--- src/rtl/riscv_pkg.sv ---
// ----------------------------------------------------------------------------
// riscv_pkg
// Shared definitions for the integer divide unit.
//   XLEN        : datapath width (only 32 is supported)
//   div_op_e    : RV32M divide/remainder opcode encoding
//   div_state_e : divide-unit FSM states
//   abs_val()   : two's-complement magnitude helper
// ----------------------------------------------------------------------------
package riscv_pkg;

    localparam int XLEN = 32;

    typedef enum logic [1:0] {
        DIV  = 2'b00,
        DIVU = 2'b01,
        REM  = 2'b10,
        REMU = 2'b11
    } div_op_e;

    typedef enum logic [2:0] {
        IDLE = 3'd0,
        PREP = 3'd1,
        CALC = 3'd2,
        FIX  = 3'd3,
        DONE = 3'd4
    } div_state_e;

    // Magnitude of a signed value. 0x80000000 maps to itself, which is the
    // correct unsigned magnitude 2^31.
    function automatic logic [XLEN-1:0] abs_val(input logic [XLEN-1:0] v);
        return v[XLEN-1] ? (~v + 1'b1) : v;
    endfunction

endpackage

--- src/rtl/div_unit_if.sv ---
// ----------------------------------------------------------------------------
// div_unit_if
// Issue and write-back signals of the divide unit.
//   i_valid/o_ready        : issue handshake
//   i_op, i_rs1_val,
//   i_rs2_val, i_rd        : operation, operands, destination register
//   i_flush                : synchronous abort
//   o_wb_en/o_wb_rd/o_wb_val : register-file write port
//   o_busy                 : unit not idle
//   o_dbg_state            : current FSM state, for observation only
//
// Handshake: an operation is accepted on a rising edge where i_valid and
// o_ready are both high and i_flush is low. The requester keeps i_op and the
// operands stable while i_valid is high. o_ready is high only in IDLE, so
// there is never more than one operation in flight.
// ----------------------------------------------------------------------------
interface div_unit_if;
    import riscv_pkg::*;

    logic             i_valid;
    logic             o_ready;
    div_op_e          i_op;
    logic [XLEN-1:0]  i_rs1_val;
    logic [XLEN-1:0]  i_rs2_val;
    logic [4:0]       i_rd;
    logic             i_flush;
    logic             o_wb_en;
    logic [4:0]       o_wb_rd;
    logic [XLEN-1:0]  o_wb_val;
    logic             o_busy;
    div_state_e       o_dbg_state;

    modport master (
        output i_valid, i_op, i_rs1_val, i_rs2_val, i_rd, i_flush,
        input  o_ready, o_wb_en, o_wb_rd, o_wb_val, o_busy, o_dbg_state
    );

    modport slave (
        input  i_valid, i_op, i_rs1_val, i_rs2_val, i_rd, i_flush,
        output o_ready, o_wb_en, o_wb_rd, o_wb_val, o_busy, o_dbg_state
    );

endinterface

--- src/rtl/div_step.sv ---
// ----------------------------------------------------------------------------
// div_step
// One radix-2 restoring division iteration, purely combinational.
//   rem_in, quo_in : current partial remainder and quotient/dividend shifter
//   divisor        : unsigned divisor
//   rem_out        : next partial remainder
//   quo_out        : next quotient shifter (new quotient bit in bit 0)
// ----------------------------------------------------------------------------
module div_step
    import riscv_pkg::*;
(
    input  logic [XLEN-1:0] rem_in,
    input  logic [XLEN-1:0] quo_in,
    input  logic [XLEN-1:0] divisor,
    output logic [XLEN-1:0] rem_out,
    output logic [XLEN-1:0] quo_out
);

    logic [XLEN:0] shifted;
    logic [XLEN:0] diff;
    logic          take;

    always_comb begin
        shifted = {rem_in, quo_in[XLEN-1]};
        diff    = shifted - {1'b0, divisor};
        // When the shifted remainder has its top bit set it is at least 2^32
        // and therefore larger than any divisor, even though the 33-bit
        // difference sign bit cannot show it.
        take    = shifted[XLEN] | ~diff[XLEN];
        rem_out = take ? diff[XLEN-1:0] : shifted[XLEN-1:0];
        quo_out = {quo_in[XLEN-2:0], take};
    end

endmodule

--- src/rtl/div_unit.sv ---
// ----------------------------------------------------------------------------
// div_unit
// Multi-cycle RV32M integer divider (DIV, DIVU, REM, REMU).
//   i_clk : clock, rising edge
//   i_rst : asynchronous, active-low reset
//   bus   : div_unit_if slave (issue handshake, flush, write-back, status)
//
// Flow: IDLE -accept-> PREP -> CALC (32 restoring steps) -> FIX -> DONE.
// Divide-by-zero and signed overflow are resolved in PREP and go straight
// to DONE. The write-back pulse is asserted during the DONE cycle.
// ----------------------------------------------------------------------------
module div_unit #(
    parameter int XLEN = 32
) (
    input  logic      i_clk,
    input  logic      i_rst,
    div_unit_if.slave bus
);
    import riscv_pkg::*;

    localparam logic [5:0] ITERATIONS = 6'd32;

    div_state_e      state_q, state_d;

    div_op_e         op_q;
    logic [XLEN-1:0] a_q;
    logic [XLEN-1:0] b_q;
    logic [4:0]      rd_q;

    logic [XLEN-1:0] rem_q;
    logic [XLEN-1:0] quo_q;
    logic [XLEN-1:0] dvs_q;
    logic [5:0]      cnt_q;
    logic            q_neg_q;
    logic            r_neg_q;

    logic            wb_en_q;
    logic [4:0]      wb_rd_q;
    logic [XLEN-1:0] wb_val_q;

    logic [XLEN-1:0] rem_nx;
    logic [XLEN-1:0] quo_nx;

    logic            accept;
    logic            is_signed;
    logic            is_rem;
    logic            div_zero;
    logic            overflow;
    logic            special;
    logic [XLEN-1:0] special_val;
    logic [XLEN-1:0] q_fix;
    logic [XLEN-1:0] r_fix;
    logic [XLEN-1:0] fix_val;
    logic            wb_load;
    logic [XLEN-1:0] wb_val_d;

    div_step u_step (
        .rem_in  (rem_q),
        .quo_in  (quo_q),
        .divisor (dvs_q),
        .rem_out (rem_nx),
        .quo_out (quo_nx)
    );

    // Operation decode, special cases and sign fix-up, all from latched state.
    always_comb begin
        accept      = (state_q == IDLE) && bus.i_valid && !bus.i_flush;
        is_signed   = (op_q == DIV) || (op_q == REM);
        is_rem      = op_q[1];
        div_zero    = (b_q == '0);
        overflow    = is_signed && (a_q == {1'b1, {(XLEN-1){1'b0}}})
                                && (b_q == '1);
        special     = div_zero || overflow;
        if (div_zero) begin
            special_val = is_rem ? a_q : '1;
        end else begin
            // Overflow: quotient is the dividend itself, remainder is zero.
            special_val = is_rem ? '0 : a_q;
        end
        q_fix   = q_neg_q ? (~quo_q + 1'b1) : quo_q;
        r_fix   = r_neg_q ? (~rem_q + 1'b1) : rem_q;
        fix_val = is_rem ? r_fix : q_fix;
    end

    // Next-state and write-back load decision.
    always_comb begin
        state_d  = state_q;
        wb_load  = 1'b0;
        wb_val_d = '0;
        case (state_q)
            IDLE: if (accept) state_d = PREP;
            PREP: begin
                if (special) begin
                    state_d  = DONE;
                    wb_load  = 1'b1;
                    wb_val_d = special_val;
                end else begin
                    state_d = CALC;
                end
            end
            CALC: if (cnt_q == 6'd1) state_d = FIX;
            FIX: begin
                state_d  = DONE;
                wb_load  = 1'b1;
                wb_val_d = fix_val;
            end
            DONE:    state_d = IDLE;
            default: state_d = IDLE;
        endcase
        // Flush wins over everything, including a result about to be written.
        if (bus.i_flush) begin
            state_d = IDLE;
            wb_load = 1'b0;
        end
    end

    always_ff @(posedge i_clk or negedge i_rst) begin
        if (!i_rst) begin
            state_q <= IDLE;
        end else begin
            state_q <= state_d;
        end
    end

    // Operand latch and iterative datapath.
    always_ff @(posedge i_clk or negedge i_rst) begin
        if (!i_rst) begin
            op_q    <= DIV;
            a_q     <= '0;
            b_q     <= '0;
            rd_q    <= '0;
            rem_q   <= '0;
            quo_q   <= '0;
            dvs_q   <= '0;
            cnt_q   <= '0;
            q_neg_q <= 1'b0;
            r_neg_q <= 1'b0;
        end else begin
            if (accept) begin
                op_q <= bus.i_op;
                a_q  <= bus.i_rs1_val;
                b_q  <= bus.i_rs2_val;
                rd_q <= bus.i_rd;
            end
            if (state_q == PREP) begin
                rem_q   <= '0;
                quo_q   <= is_signed ? abs_val(a_q) : a_q;
                dvs_q   <= is_signed ? abs_val(b_q) : b_q;
                cnt_q   <= ITERATIONS;
                q_neg_q <= is_signed && (a_q[XLEN-1] ^ b_q[XLEN-1]);
                r_neg_q <= is_signed && a_q[XLEN-1];
            end else if (state_q == CALC) begin
                rem_q <= rem_nx;
                quo_q <= quo_nx;
                cnt_q <= cnt_q - 6'd1;
            end
        end
    end

    // Registered write-back port; value and index only change on a pulse.
    always_ff @(posedge i_clk or negedge i_rst) begin
        if (!i_rst) begin
            wb_en_q  <= 1'b0;
            wb_rd_q  <= '0;
            wb_val_q <= '0;
        end else begin
            wb_en_q <= wb_load && (rd_q != 5'd0);
            if (wb_load && (rd_q != 5'd0)) begin
                wb_rd_q  <= rd_q;
                wb_val_q <= wb_val_d;
            end
        end
    end

    assign bus.o_ready     = (state_q == IDLE);
    assign bus.o_busy      = (state_q != IDLE);
    assign bus.o_wb_en     = wb_en_q;
    assign bus.o_wb_rd     = wb_rd_q;
    assign bus.o_wb_val    = wb_val_q;
    assign bus.o_dbg_state = state_q;

endmodule
--- src/flat_wrapper.sv ---
// flat-port wrapper written by rule: the top's interface ports become plain ports
module div_unit_flat import riscv_pkg::*;
#(
    parameter int XLEN = 32
)
  (i_clk, i_rst, bus_i_valid, bus_i_op, bus_i_rs1_val, bus_i_rs2_val, bus_i_rd, bus_i_flush, bus_o_ready, bus_o_wb_en, bus_o_wb_rd, bus_o_wb_val, bus_o_busy, bus_o_dbg_state);
  div_unit_if bus_i ();
  input  logic i_clk;
  input  logic i_rst;
  input wire logic [$bits(bus_i.i_valid)-1:0] bus_i_valid;
  input wire logic [$bits(bus_i.i_op)-1:0] bus_i_op;
  input wire logic [$bits(bus_i.i_rs1_val)-1:0] bus_i_rs1_val;
  input wire logic [$bits(bus_i.i_rs2_val)-1:0] bus_i_rs2_val;
  input wire logic [$bits(bus_i.i_rd)-1:0] bus_i_rd;
  input wire logic [$bits(bus_i.i_flush)-1:0] bus_i_flush;
  output wire logic [$bits(bus_i.o_ready)-1:0] bus_o_ready;
  output wire logic [$bits(bus_i.o_wb_en)-1:0] bus_o_wb_en;
  output wire logic [$bits(bus_i.o_wb_rd)-1:0] bus_o_wb_rd;
  output wire logic [$bits(bus_i.o_wb_val)-1:0] bus_o_wb_val;
  output wire logic [$bits(bus_i.o_busy)-1:0] bus_o_busy;
  output wire logic [$bits(bus_i.o_dbg_state)-1:0] bus_o_dbg_state;
  assign bus_i.i_valid = bus_i_valid;
  assign bus_i.i_op = bus_i_op;
  assign bus_i.i_rs1_val = bus_i_rs1_val;
  assign bus_i.i_rs2_val = bus_i_rs2_val;
  assign bus_i.i_rd = bus_i_rd;
  assign bus_i.i_flush = bus_i_flush;
  assign bus_o_ready = bus_i.o_ready;
  assign bus_o_wb_en = bus_i.o_wb_en;
  assign bus_o_wb_rd = bus_i.o_wb_rd;
  assign bus_o_wb_val = bus_i.o_wb_val;
  assign bus_o_busy = bus_i.o_busy;
  assign bus_o_dbg_state = bus_i.o_dbg_state;
  div_unit #(.XLEN(XLEN)) u_core (.i_clk(i_clk), .i_rst(i_rst), .bus(bus_i));
endmodule
--- config.mk ---
export PLATFORM = sky130hd
export DESIGN_NAME = div_unit_flat
export DESIGN_NICKNAME = d
export VERILOG_FILES = /design/src/rtl/riscv_pkg.sv /design/src/rtl/div_unit_if.sv /design/src/rtl/div_step.sv /design/src/rtl/div_unit.sv /design/src/flat_wrapper.sv
export SDC_FILE = /design/constraint.sdc
export NUM_CORES = 1
export LEC_CHECK = 0
export ABC_CLOCK_PERIOD_IN_PS = 5200
export BUFFER_PORTS_ARGS = -buffer_cell sky130_fd_sc_hd__buf_2
export CAP_MARGIN = 25
export CORE_ASPECT_RATIO = 1.2
export CORE_UTILIZATION = 50
export DETAILED_ROUTE_END_ITERATION = 12
export GPL_TIMING_DRIVEN = 1
export PLACE_DENSITY = 0.68
export SLEW_MARGIN = 20
export SYNTH_ARGS = -nofsm -noshare
export SYNTH_HDL_FRONTEND = slang
export SYNTH_SLANG_ARGS = --single-unit
export TNS_END_PERCENT = 30
--- constraint.sdc ---
create_clock -name i_clk -period 5.2 [get_ports i_clk]
set_input_delay 0 -clock i_clk [delete_from_list [all_inputs] [get_ports i_clk]]
set_output_delay 0 -clock i_clk [all_outputs]
set_load 0.02 [all_outputs]
==> results of run 1 <==
==> layout by cell type, fill, tap and decap left out, types with 5 or more instances in the layout <==
cell           count
nand2_1          217
dfrtp_1          215
o21ai_0          162
nor2_1           139
buf_2            116
a21oi_1           88
dlygate4sd3_1     74
xor2_1            72
xnor2_1           71
mux2_2            71
inv_1             60
ha_1              39
a31oi_1           36
mux2i_1           30
o31ai_1           27
a211oi_1          27
nor3_1            25
clkbuf_16         25
nand3_1           20
or4_1             19
o41ai_1           19
buf_4             17
or3_1             14
nor4_1            14
a21o_1            13
nand4_1           12
nand2b_1          12
o22ai_1           12
nor2b_1           11
o211ai_1           6
clkbuf_1           6
and3_1             5
mux2_4             5
a32oi_1            5
clkbuf_8           5
bufinv_16          5
==> cell usage after synthesis, types with 3 or more instances <==
library cell and count:
nand2_1 217, dfrtp_1 216, o21ai_0 162, nor2_1 140, a21oi_1 88, clkbuf_1 83
xor2_1 72, mux2_2 71, xnor2_1 71, inv_1 60, ha_1 39, a31oi_1 37
mux2i_1 30, a211oi_1 27, o31ai_1 27, nor3_1 25, nand3_1 21, o41ai_1 19
or4_1 19, nor4_1 15, or3_1 14, a21o_1 13, nand2b_1 12, nand4_1 12
o22ai_1 12, nor2b_1 11, buf_2 6, o211ai_1 6, a32oi_1 5, and3_1 5
mux2_4 5, buf_1 4, nand3b_1 4, o21a_1 4, o21bai_1 4, a2111oi_0 3
a22o_1 3, a22oi_1 3, nor3b_1 3, nor4b_1 3, o311ai_0 3
==> worst reg2reg max path, cell delays in order (launching register included) <==
cell and delay (ns):
dfrtp_1 0.45, ha_1 0.42, a21o_1 0.23, a221oi_1 0.26, a221oi_1 0.14, or3b_1 0.36, a21oi_1 0.26, o311ai_1 0.26
a31oi_4 0.87, buf_4 0.37, mux2i_1 0.23, o21ai_0 0.09
==> layout make-up <==
cell class | count | area (µm²)
Clock inverter | 6 | 155
Inverter | 60 | 225
Timing Repair Buffer | 210 | 1490
Clock buffer | 35 | 713
Tap cell | 340 | 425
Multi-Input combinational cell | 1235 | 7970
Fill cell | 2393 | 10900
Sequential cell | 216 | 5410
==> sequential cells by signal (all words and copies together), names as in the netlist, 2 cells and up <==
name	cells
u_core.bus.o_dbg_state	3
u_core.bus.o_wb_rd	5
u_core.rd_q	5
u_core.op_q	2
u_core.dvs_q	32
u_core.bus.o_wb_val	32
u_core.quo_q	32
u_core.b_q	32
u_core.rem_q	32
u_core.a_q	32
u_core.cnt_q	6
==> worst max-delay path by stage <==
| stage | endpoint | slack [ns] | cells after the start |
|---|---|---|---|
| floorplan | u_core.rem_q[3]$_DFFE_PN0P_ | 2.03 | 13 |
| global placement | u_core.rem_q[5]$_DFFE_PN0P_ | 1.26 | 11 |
| detailed placement | u_core.rem_q[8]$_DFFE_PN0P_ | 1.14 | 11 |
| CTS | u_core.rem_q[5]$_DFFE_PN0P_ | 1.14 | 11 |
| global route | u_core.rem_q[8]$_DFFE_PN0P_ | 0.81 | 11 |
| finish | u_core.rem_q[8]$_DFFE_PN0P_ | 1.14 | 11 |
==> power by group <==
part / switching [mW] / internal, mW
Clock: 0.687 / 1.19
Sequential: 0.717 / 2.17
Combinational: 2.25 / 1.82
==> cell families after synthesis <==
| logic type | share of synthesized area [%] |
|---|---|
| buffers and inverters | 4.39 |
| AND/OR/NAND/NOR | 17.2 |
| AO/OA/AOI/OAI | 18.6 |
| XOR/XNOR | 8.99 |
| flip-flops | 38.8 |
| multiplexers | 8.43 |
| adder cells (fa/ha/maj) | 3.65 |
==> routing by layer <==
layer  GRT usage [%]  vias up  wire length (µm)
met5               0        -                 0
met4            8.44        0               997
met3            2.78       65              1670
met2            45.5      343             17400
met1            33.7     5811             16100
li1                -     5995                 -
==> run summary, run 1 <==
The minimum setup slack in the final design is between 1 and 1.5 ns. Setup repair after global routing left no endpoint under its margin. The number of synthesis warnings came out at 0. After synthesis, the netlist uses 66 different library cells. The core region is approximately 0.027 mm². Buffers placed on the I/O ports in this run total roughly 120. Together, buffers and inverters on the worst path number 1. The total congestion overflow came out at 0. The netlist area before placement came out at approximately 0.014 mm². The count of inserted antenna diode cells is 0.

The critical path goes through ha_1, a21o_1, a221oi_1, a221oi_1, or3b_1, a21oi_1, o311ai_1, a31oi_4, buf_4, mux2i_1, o21ai_0. The first global-routing pass estimated a little over 60 mm of wire. The transition at the pin with the smallest max-transition slack is roughly 1.0 ns. The worst path arrival time is 4.45 ns. The critical path starts at u_core.rem_q[12]$_DFFE_PN0P_. Hold is met by roughly 0.15 ns. The post-synthesis cell count is around 1,600.

The critical path start-end classification is reg2reg. The number of vias per cell is just under 6. The logic depth of the worst register-to-register path is 11. The routed design has approximately 36 mm of wire. Among all flip-flop cells after synthesis, the most frequent one is dfrtp_1. The number of top-level pins came out at around 120.

The synthesized area divided by synthesized cell count came out at 8.67 µm². The number of hold violations in the final report is 0. The count of H-tree levels built during CTS came out at 1.

The layout cell share with drive strength beyond 1 is 15.2%. The clock insertion delay at the later pin of the skew report came out at between 0.5 and 0.6 ns. The worst clock skew on the final layout is ~0.011 ns. Counting flops and latches in the post-synthesis netlist gives 216. The die outline area is ~0.029 mm².

The largest total area in the synthesized netlist belongs to dfrtp_1. The buffer count from post-CTS setup fixing came out at 0. STA classifies the critical path endpoint as a flop. The iteration count of the initial detailed-routing pass is 6. After clock tree synthesis, the flow added hold-fix buffers numbering 74. In the synthesized netlist the async set-or-reset flop fraction comes to 100%. The sum of negative setup slack is 0 ns.

Prior to clock tree synthesis, the placed netlist has a worst setup slack of roughly 1.1 ns. The total global routing track utilization came out at 26.0%. The count of non-filler cells in the finished layout came out at between 2,000 and 2,500. By instance count, the cell type seen most on the critical path is a221oi_1. Overall power consumption after layout is estimated at 8.83 mW. The run finished with clean final reports. In this run the static leakage power is approximately 7.2 nW. The die extent in x is roughly 150 µm. The routed length per instance is 17.2 µm.

The area added between synthesis and finish is 17.5%. The number of DRC markers after the initial detailed-route iteration is 740. The path class of the tightest hold or removal check is in2async. The largest net degree at the start of global routing is between 100 and 150. The number of global-route vias before repair was 11,852. The CTS sink count is approximately 220.

Summing the sequential cell areas from Yosys gives 38.8% of the chip area. The worst setup path is launched from a flop. The required time at the endpoint of the critical path is ~5.6 ns. The starting density of the core is between 50% and 60%.

After clock tree synthesis, the clock-pin slew on the worst setup and hold paths is 0.06 ns. The number of design rule violations left after detail routing is 0. The power density normalized to cell area is approximately 540 mW/mm². The worst register-to-register path begins at u_core.rem_q[12]$_DFFE_PN0P_. The max-cap violation count came out at 0. For this run, the post-layout net count is between 1,500 and 2,000. The stage delay of the slowest cell on the critical path is approximately 0.87 ns.

Row generation in the floorplan step produced between 60 and 70 rows. The post-place instance area came out at 0.0148 mm². The number of antenna violations at the first check in global routing came out at 0. The vertical extent of the die is ~180 µm.

The final worst-path cycle share is 78.2%. Buffers inserted during clock tree synthesis total 25. On the critical path the largest part of the delay comes from compound AO/OA/AOI/OAI gates. The number of setup violations in the final report came out at 0. The relative max-transition margin came out at about a third. The placed cell count came out at about 2,000. The maximum clock path buffer count is 3. The number of antenna-violating nets in the routed design came out at 0. Of all nets on the critical path, the largest fanout is 27. The final period demand of the worst path came out at slightly above 4 ns. The HPWL reported at the end of detailed placement came out at ~25 mm. The final weighted congestion in routability-driven placement came out at around 0.89. The final instance area came out at about 0.016 mm². The share of the core filled with cells in the final layout came out at 60.1%.

The final-report max-slew violation count is 0. The register-to-register path setup slack is approximately 1.1 ns. The synthesized design contains 0 enable-type register cells. The top achievable clock speed is 246 MHz.

The area share of the largest cell type after synthesis is 38.8%. The slowest stage of the critical path is the a31oi_4 cell. The tree is rooted in a clkbuf_16. The synthesized net count came out at around 1,700. After synthesis, the cell types taking the most area are dfrtp_1, nand2_1, o21ai_0. Summing over every cut layer, the via total after detailed routing is between 10,000 and 15,000. The CTS tree is done. The endpoint identified for the worst register-to-register timing path is u_core.rem_q[8]$_DFFE_PN0P_. The count of cells resized by post-cts repair is 0. The worst-case IR drop observed on VDD is 0.354 mV.
No activity file was read; power rests on OpenSTA's default activity.
==> run 2, diff against run 1 <==
--- a/config.mk
+++ b/config.mk
@@ -5,7 +5,7 @@
 export SDC_FILE = /design/constraint.sdc
 export NUM_CORES = 1
 export LEC_CHECK = 0
-export ABC_CLOCK_PERIOD_IN_PS = 5200
+export ABC_CLOCK_PERIOD_IN_PS = 4150
 export BUFFER_PORTS_ARGS = -buffer_cell sky130_fd_sc_hd__buf_2
 export CAP_MARGIN = 25
 export CORE_ASPECT_RATIO = 1.2
==> constraint.sdc (replaced) <==
create_clock -name i_clk -period 4.15 [get_ports i_clk]
set_input_delay 0 -clock i_clk [delete_from_list [all_inputs] [get_ports i_clk]]
set_output_delay 0 -clock i_clk [all_outputs]
set_load 0.02 [all_outputs]
==> run 2 against run 1 <==
Global-route usage shrank 0.070 points. Final area is essentially flat. Critical path depth shrank 1. Worst setup slack lost 0.61 ns. Worst hold slack lost 0.061 ns. Highest routed layer unchanged.
==> run summary, run 2 (synthesis results as in run 1) <==
CTS placed an instance of clkbuf_16 at the clock tree root. The peak-usage layer in the global routing report is met2. The final-report max-slew violation count is 0. The clock insertion delay at the later pin of the skew report is 0.54 ns. The starting density of the core is 51.1%.

The flow ran to the end, and the final reports show no timing, DRC or antenna violations. Headroom to the max-slew limit came out at 37.0%. The tightest min-delay check is of the in2async type. The worst flop-to-flop path startpoint is u_core.b_q[7]$_DFFE_PN0P_. Port buffering added about 120 buffers.

The die outline area is between 0.02 and 0.03 mm². Dividing total power by cell area gives a power density of approximately 660 mW/mm². The launching element of the worst setup path is u_core.b_q[7]$_DFFE_PN0P_. The final weighted congestion in routability-driven placement is around 0.9. The met2 routing resource usage after global routing came out at 45.3%. The number of clock buffers inserted by TritonCTS is 26. STA classifies the critical path startpoint as a flop.

The final period demand of the worst path came out at 3.62 ns. The layout cell share with drive strength beyond 1 is between 15 and 20%. The number of antenna-violating nets in the routed design is 0. Dividing the detail-routed wire length by the instance count gives roughly 17 µm. The total global routing track utilization came out at between 20% and 30%. The critical path start-end classification is reg2reg. The total area inside the core boundary comes to ~0.027 mm². Measured along the y axis, the die boundary spans between 150 and 200 µm. The total power draw came out at 10.9 mW. The first TritonRoute pass finished after 5 iterations. Data on the critical path is required at its endpoint by approximately 4.5 ns. The number of placement rows came out at 66. The number of setup violations in the final report is 0. The number of hold violations in the final report came out at 0. The minimum setup slack in the final design came out at about 0.53 ns. The final worst-path cycle share is between 80 and 90%.

The worst hold slack after final layout came out at between 0.08 and 0.09 ns. The final layout net count came out at 1,872. The number of DRC markers after the initial detailed-route iteration is between 900 and 1,000. The routed wire length is 36.7 mm. Setup repair after global routing left no endpoint under its margin. Summed over all nets, the half-perimeter wirelength after detailed placement is between 20 and 30 mm. The detailed-route via count is between 10,000 and 15,000. TritonCTS built the clock tree. The global routing usage on met3 came out at about 3.1%. The critical path endpoint category is a flop. The total congestion overflow came out at 0. The number of setup buffers added after CTS is 0. The number of antenna violations at the first check in global routing is 0. The number of top-level pins came out at 118. Clock-pin slew was measured on the worst setup and hold paths at about 0.050 ns. The count of inserted antenna diode cells came out at 0. The CTS sink count is 216. The maximum clock path buffer count came out at 3. Along the worst path, the maximum fanout reaches 65.

The post-placement worst setup slack came out at between 0.5 and 0.6 ns. The share of the core filled with cells in the final layout is roughly three fifths. The library cells used most frequently in the layout, excluding fill and tap cells, are nand2_1, dfrtp_1, o21ai_0.

The first-pass GRT wire length is about 60 mm. The die extent in x is 154 µm. The count of filler cells inserted in the layout came out at 2,407. The leakage power is slightly above 7 nW. The largest net degree at the start of global routing is 100. The area added between synthesis and finish came out at 17.6%. The worst clock skew on the final layout came out at 0.00762 ns. Across the run, the number of max-cap violations was 0. The worst path arrival time came out at roughly 4.0 ns.

The number of design rule violations left after detail routing came out at 0. The sum of negative setup slack is 0 ns. The most common library cell in the layout ignoring fill and taps is nand2_1.

Across the VDD grid, the largest voltage drop is between 0.3 and 0.4 mV. The global-route met1 utilization is 33.6%. The number of vias per cell is a little under 6. In this run the number of H-tree levels came out at 1.

The number of cells on the worst reg-to-reg path is 10. The number of global-route vias before repair was approximately 12,000. The transition at the pin with the smallest max-transition slack came out at roughly 0.94 ns. Timing would allow up to about 280 MHz.
==> run 2: metrics by stage <==
stage               instance area [µm²]  instances
finish                            16400       2111
global route                      16400       2111
CTS                               16400       2110
detailed placement                14900       1994
global placement                  14800       1992
floorplan                         13900       1607
==> run 2: worst paths after layout <==
path,slack (ns),endpoint
worst max register to register,0.53,u_core.bus.o_wb_val[12]$_DFFE_PN0P_
worst min-delay path,0.09,u_core.a_q[7]$_DFFE_PN0P_
worst min register to register,0.47,u_core.bus.o_wb_val[13]$_DFFE_PN0P_
max in group asynchronous,3.08,u_core.cnt_q[4]$_DFFE_PN0P_
worst max-delay path,0.53,u_core.bus.o_wb_val[12]$_DFFE_PN0P_
min in group i_clk,0.22,u_core.b_q[30]$_DFFE_PN0P_
==> run 2: what timing repair did <==
| item | in CTS | in global routing |
|---|---|---|
| gates resized for setup | 0 | 0 |
| hold buffers | 74 | 0 |
| endpoints found under the hold margin | 171 | 0 |
==> run 2: area by class of cell <==
class	instances	area (µm²)	area share (%)
inverter	60	225	1.37
clock buffer	40	764	4.66
multi-input combinational	1235	7970	48.6
clock inverter	2	12.5	0.0763
timing repair buffer	218	1590	9.72
sequential	216	5410	33.0
tap	340	425	2.60
==> run 2: layer usage <==
metal  up-vias  wire length (µm)  share of wire [%]
met5         -                 0                  0
met4         0               936                2.5
met3        72              1960                5.3
met2       382             17800                 49
met1      5795             16000                 44
li1       6012                 -                  -
==> run 2: critical path, cell delays in order, from the launching register on <==
cell	delay, ns
dfrtp_1	0.43
or4_1	0.61
nor4_2	0.35
and4_1	0.31
nand2_1	0.12
or4_1	0.59
nand2b_2	0.21
o2111ai_4	0.21
buf_4	0.38
nand2_1	0.13
o21ai_0	0.09
==> run 2: power breakdown <==
part / internal (mW) / total (mW) / switching [mW]
sequential: 2.72 / 3.63 / 0.912
clock: 1.25 / 2.11 / 0.861
combinational: 2.31 / 5.11 / 2.80
total: 6.28 / 10.9 / 4.57
==> run 3, diff against run 2 <==
--- a/config.mk
+++ b/config.mk
@@ -13,6 +13,7 @@
 export DETAILED_ROUTE_END_ITERATION = 12
 export GPL_TIMING_DRIVEN = 1
 export PLACE_DENSITY = 0.68
+export REMOVE_ABC_BUFFERS = 1
 export SLEW_MARGIN = 20
 export SYNTH_ARGS = -nofsm -noshare
 export SYNTH_HDL_FRONTEND = slang
==> run 3 against run 2 <==
Maximum frequency shrank 2.1%. Flip-flop and latch count stayed put. Largest cell class unchanged. Sequential power hardly changed. Power is 0.35% higher. Combinational power barely moved. First-iteration DRC count grew 29%. Routed wire length grew 0.11%. Global-route usage up 0.053 points. Critical path depth unchanged. Via count grew 0.74%.
==> run summary, run 3 (synthesis results as in run 1) <==
The run finished with clean final reports. After clock tree synthesis, the clock-pin slew on the worst setup and hold paths is 0.06 ns. The final-report max-slew violation count came out at 0. The number of hold violations in the final report was 0. The worst hold slack after final layout is 0.0985 ns. The number of antenna-violating nets in the routed design is 0. Setup repair after global routing left no endpoint under its margin. For this design the top-level I/O count stands at ~120. The max-cap violation count is 0. The path class of the tightest hold or removal check is in2async.

The maximum clock path buffer count came out at 3. The vertical extent of the die is about 180 µm. The worst path meets setup with 0.448 ns of slack.

The core area came out at between 0.02 and 0.03 mm². The leakage power is 7.24 nW. TritonCTS built the clock tree. The layout has between 2,000 and 2,500 filler cells. For this block, the via count after detailed routing is between 10,000 and 15,000. The worst clock skew on the final layout came out at 0.0149 ns. The final layout net count came out at 1,870. The transition at the pin with the smallest max-transition slack came out at roughly 1.1 ns.

The largest net degree at the start of global routing is 125. Input and output buffers added on the ports amount to 117. The number of antenna diodes in the final layout is 0. The post-placement worst setup slack came out at around 0.52 ns. The required time at the endpoint of the critical path is 4.54 ns.

The final weighted congestion in routability-driven placement is between 0.9 and 1. Once the clock tree was built, the resizer swapped 0 gates to a different size. The top achievable clock speed is 270 MHz. The iteration count of the initial detailed-routing pass came out at 6. The first routing iteration left 1,194 violations. The largest fanout on the critical path came out at 45. The final worst-path cycle share came out at between 80 and 90%. The first-pass GRT wire length is 60.1 mm. The total of hold buffers inserted after clock tree synthesis came out at between 70 and 80.

The buffer count from post-CTS setup fixing came out at 0. The number of design rule violations left after detail routing came out at 0. The layout cell share with drive strength beyond 1 came out at approximately 16%.

The die outline area is about 0.029 mm². In this run the core area contains 66 standard-cell rows. The total global routing track utilization is 26.0%. The master cell of the clock root buffer is clkbuf_16.

The critical path startpoint category is a flop. The initial utilization of the core area, before any placement, comes to between 50 and 60%. STA classifies the critical path endpoint as a flop. In this run the number of H-tree levels came out at 1. The number of global-route vias before repair is approximately 12,000. The area added between synthesis and finish came out at 17.8%. The sum of negative setup slack came out at 0 ns.

Summed over all layers, the global routing overflow is 0. The number of clock buffers inserted by TritonCTS is 25. The clock insertion delay at the later pin of the skew report came out at 0.52 ns. The worst IR drop on VDD came out at between 0.4 and 0.5 mV.

Dividing the detail-routed wire length by the instance count gives ~17 µm. The completed layout was analyzed and its total power is ~11 mW. The final period demand of the worst path is 3.70 ns. The number of setup violations in the final report came out at 0.

The most common library cell in the layout ignoring fill and taps is nand2_1. The relative max-transition margin came out at 27.9%. The CTS sink count is between 200 and 250. The power density normalized to cell area is 663 mW/mm².

For the worst setup path, the data arrival time is between 4 and 5 ns. The register-to-register path setup slack is around 0.45 ns. The routed wire length is roughly 37 mm. In the layout the commonest cells are nand2_1, dfrtp_1, o21ai_0.

The die is between 150 and 200 µm wide. The number of antenna violations at the first check in global routing came out at 0. The HPWL reported at the end of detailed placement is 25.5 mm.

After detailed routing, the number of vias per cell comes to about 6. By startpoint and endpoint, the worst setup path is classified as reg2reg. The share of the core filled with cells in the final layout came out at 60.2%.
## run 3: power by group
| part | internal [mW] | switching (mW) | leakage (nW) | total, mW |
|---|---|---|---|---|
| combinational | 2.31 | 2.80 | 4.15 | 5.11 |
| clock | 1.28 | 0.884 | 0.393 | 2.16 |
| sequential | 2.72 | 0.902 | 2.71 | 3.62 |
## run 3: stage by stage
step	instances	cell area [µm²]
floorplan	1511	13500
global placement	1993	14800
detailed placement	1994	14900
CTS	2111	16400
global route	2111	16400
finish	2111	16400
## run 3: worst paths after layout
check,depth (start not counted),from,end
worst min register to register,2,u_core.dvs_q[11]$_DFFE_PN0P_,u_core.dvs_q[11]$_DFFE_PN0P_
max in group asynchronous,3,i_rst,u_core.dvs_q[24]$_DFFE_PN0P_
worst max register to register,10,u_core.a_q[11]$_DFFE_PN0P_,u_core.bus.o_wb_val[2]$_DFFE_PN0P_
worst min-delay path,2,i_rst,u_core.bus.o_wb_en$_DFF_PN0_
min in group i_clk,3,bus_i_flush,u_core.bus.o_dbg_state[2]$_DFFE_PN0P_
worst max-delay path,10,u_core.a_q[11]$_DFFE_PN0P_,u_core.bus.o_wb_val[2]$_DFFE_PN0P_
## run 3: routing by layer
metal  part of all wire, %  track usage [%]  up-vias
met5                     0                0        -
met4                   3.2             9.27        0
met3                   5.4             2.99       69
met2                    48             45.4      397
met1                    43             33.3     5889
li1                      -                -     5997
## run 3: critical path: stages, from the launching register on
cell,delay [ns]
dfrtp_1,0.46
or4_4,0.58
or3_4,0.36
or4_4,0.47
nor3_4,0.28
and3_1,0.26
nand2b_2,0.20
o2111ai_4,0.41
buf_12,0.35
nand2_1,0.08
o21ai_0,0.08
## run 3: final cells by class
type	instances	area, µm²	share of cell area [%]
Multi-Input combinational cell	1235	7970	48.5
Sequential cell	216	5410	32.9
Timing Repair Buffer	217	1590	9.68
Clock buffer	30	674	4.11
Tap cell	340	425	2.59
Inverter	60	225	1.37
Clock inverter	13	126	0.770
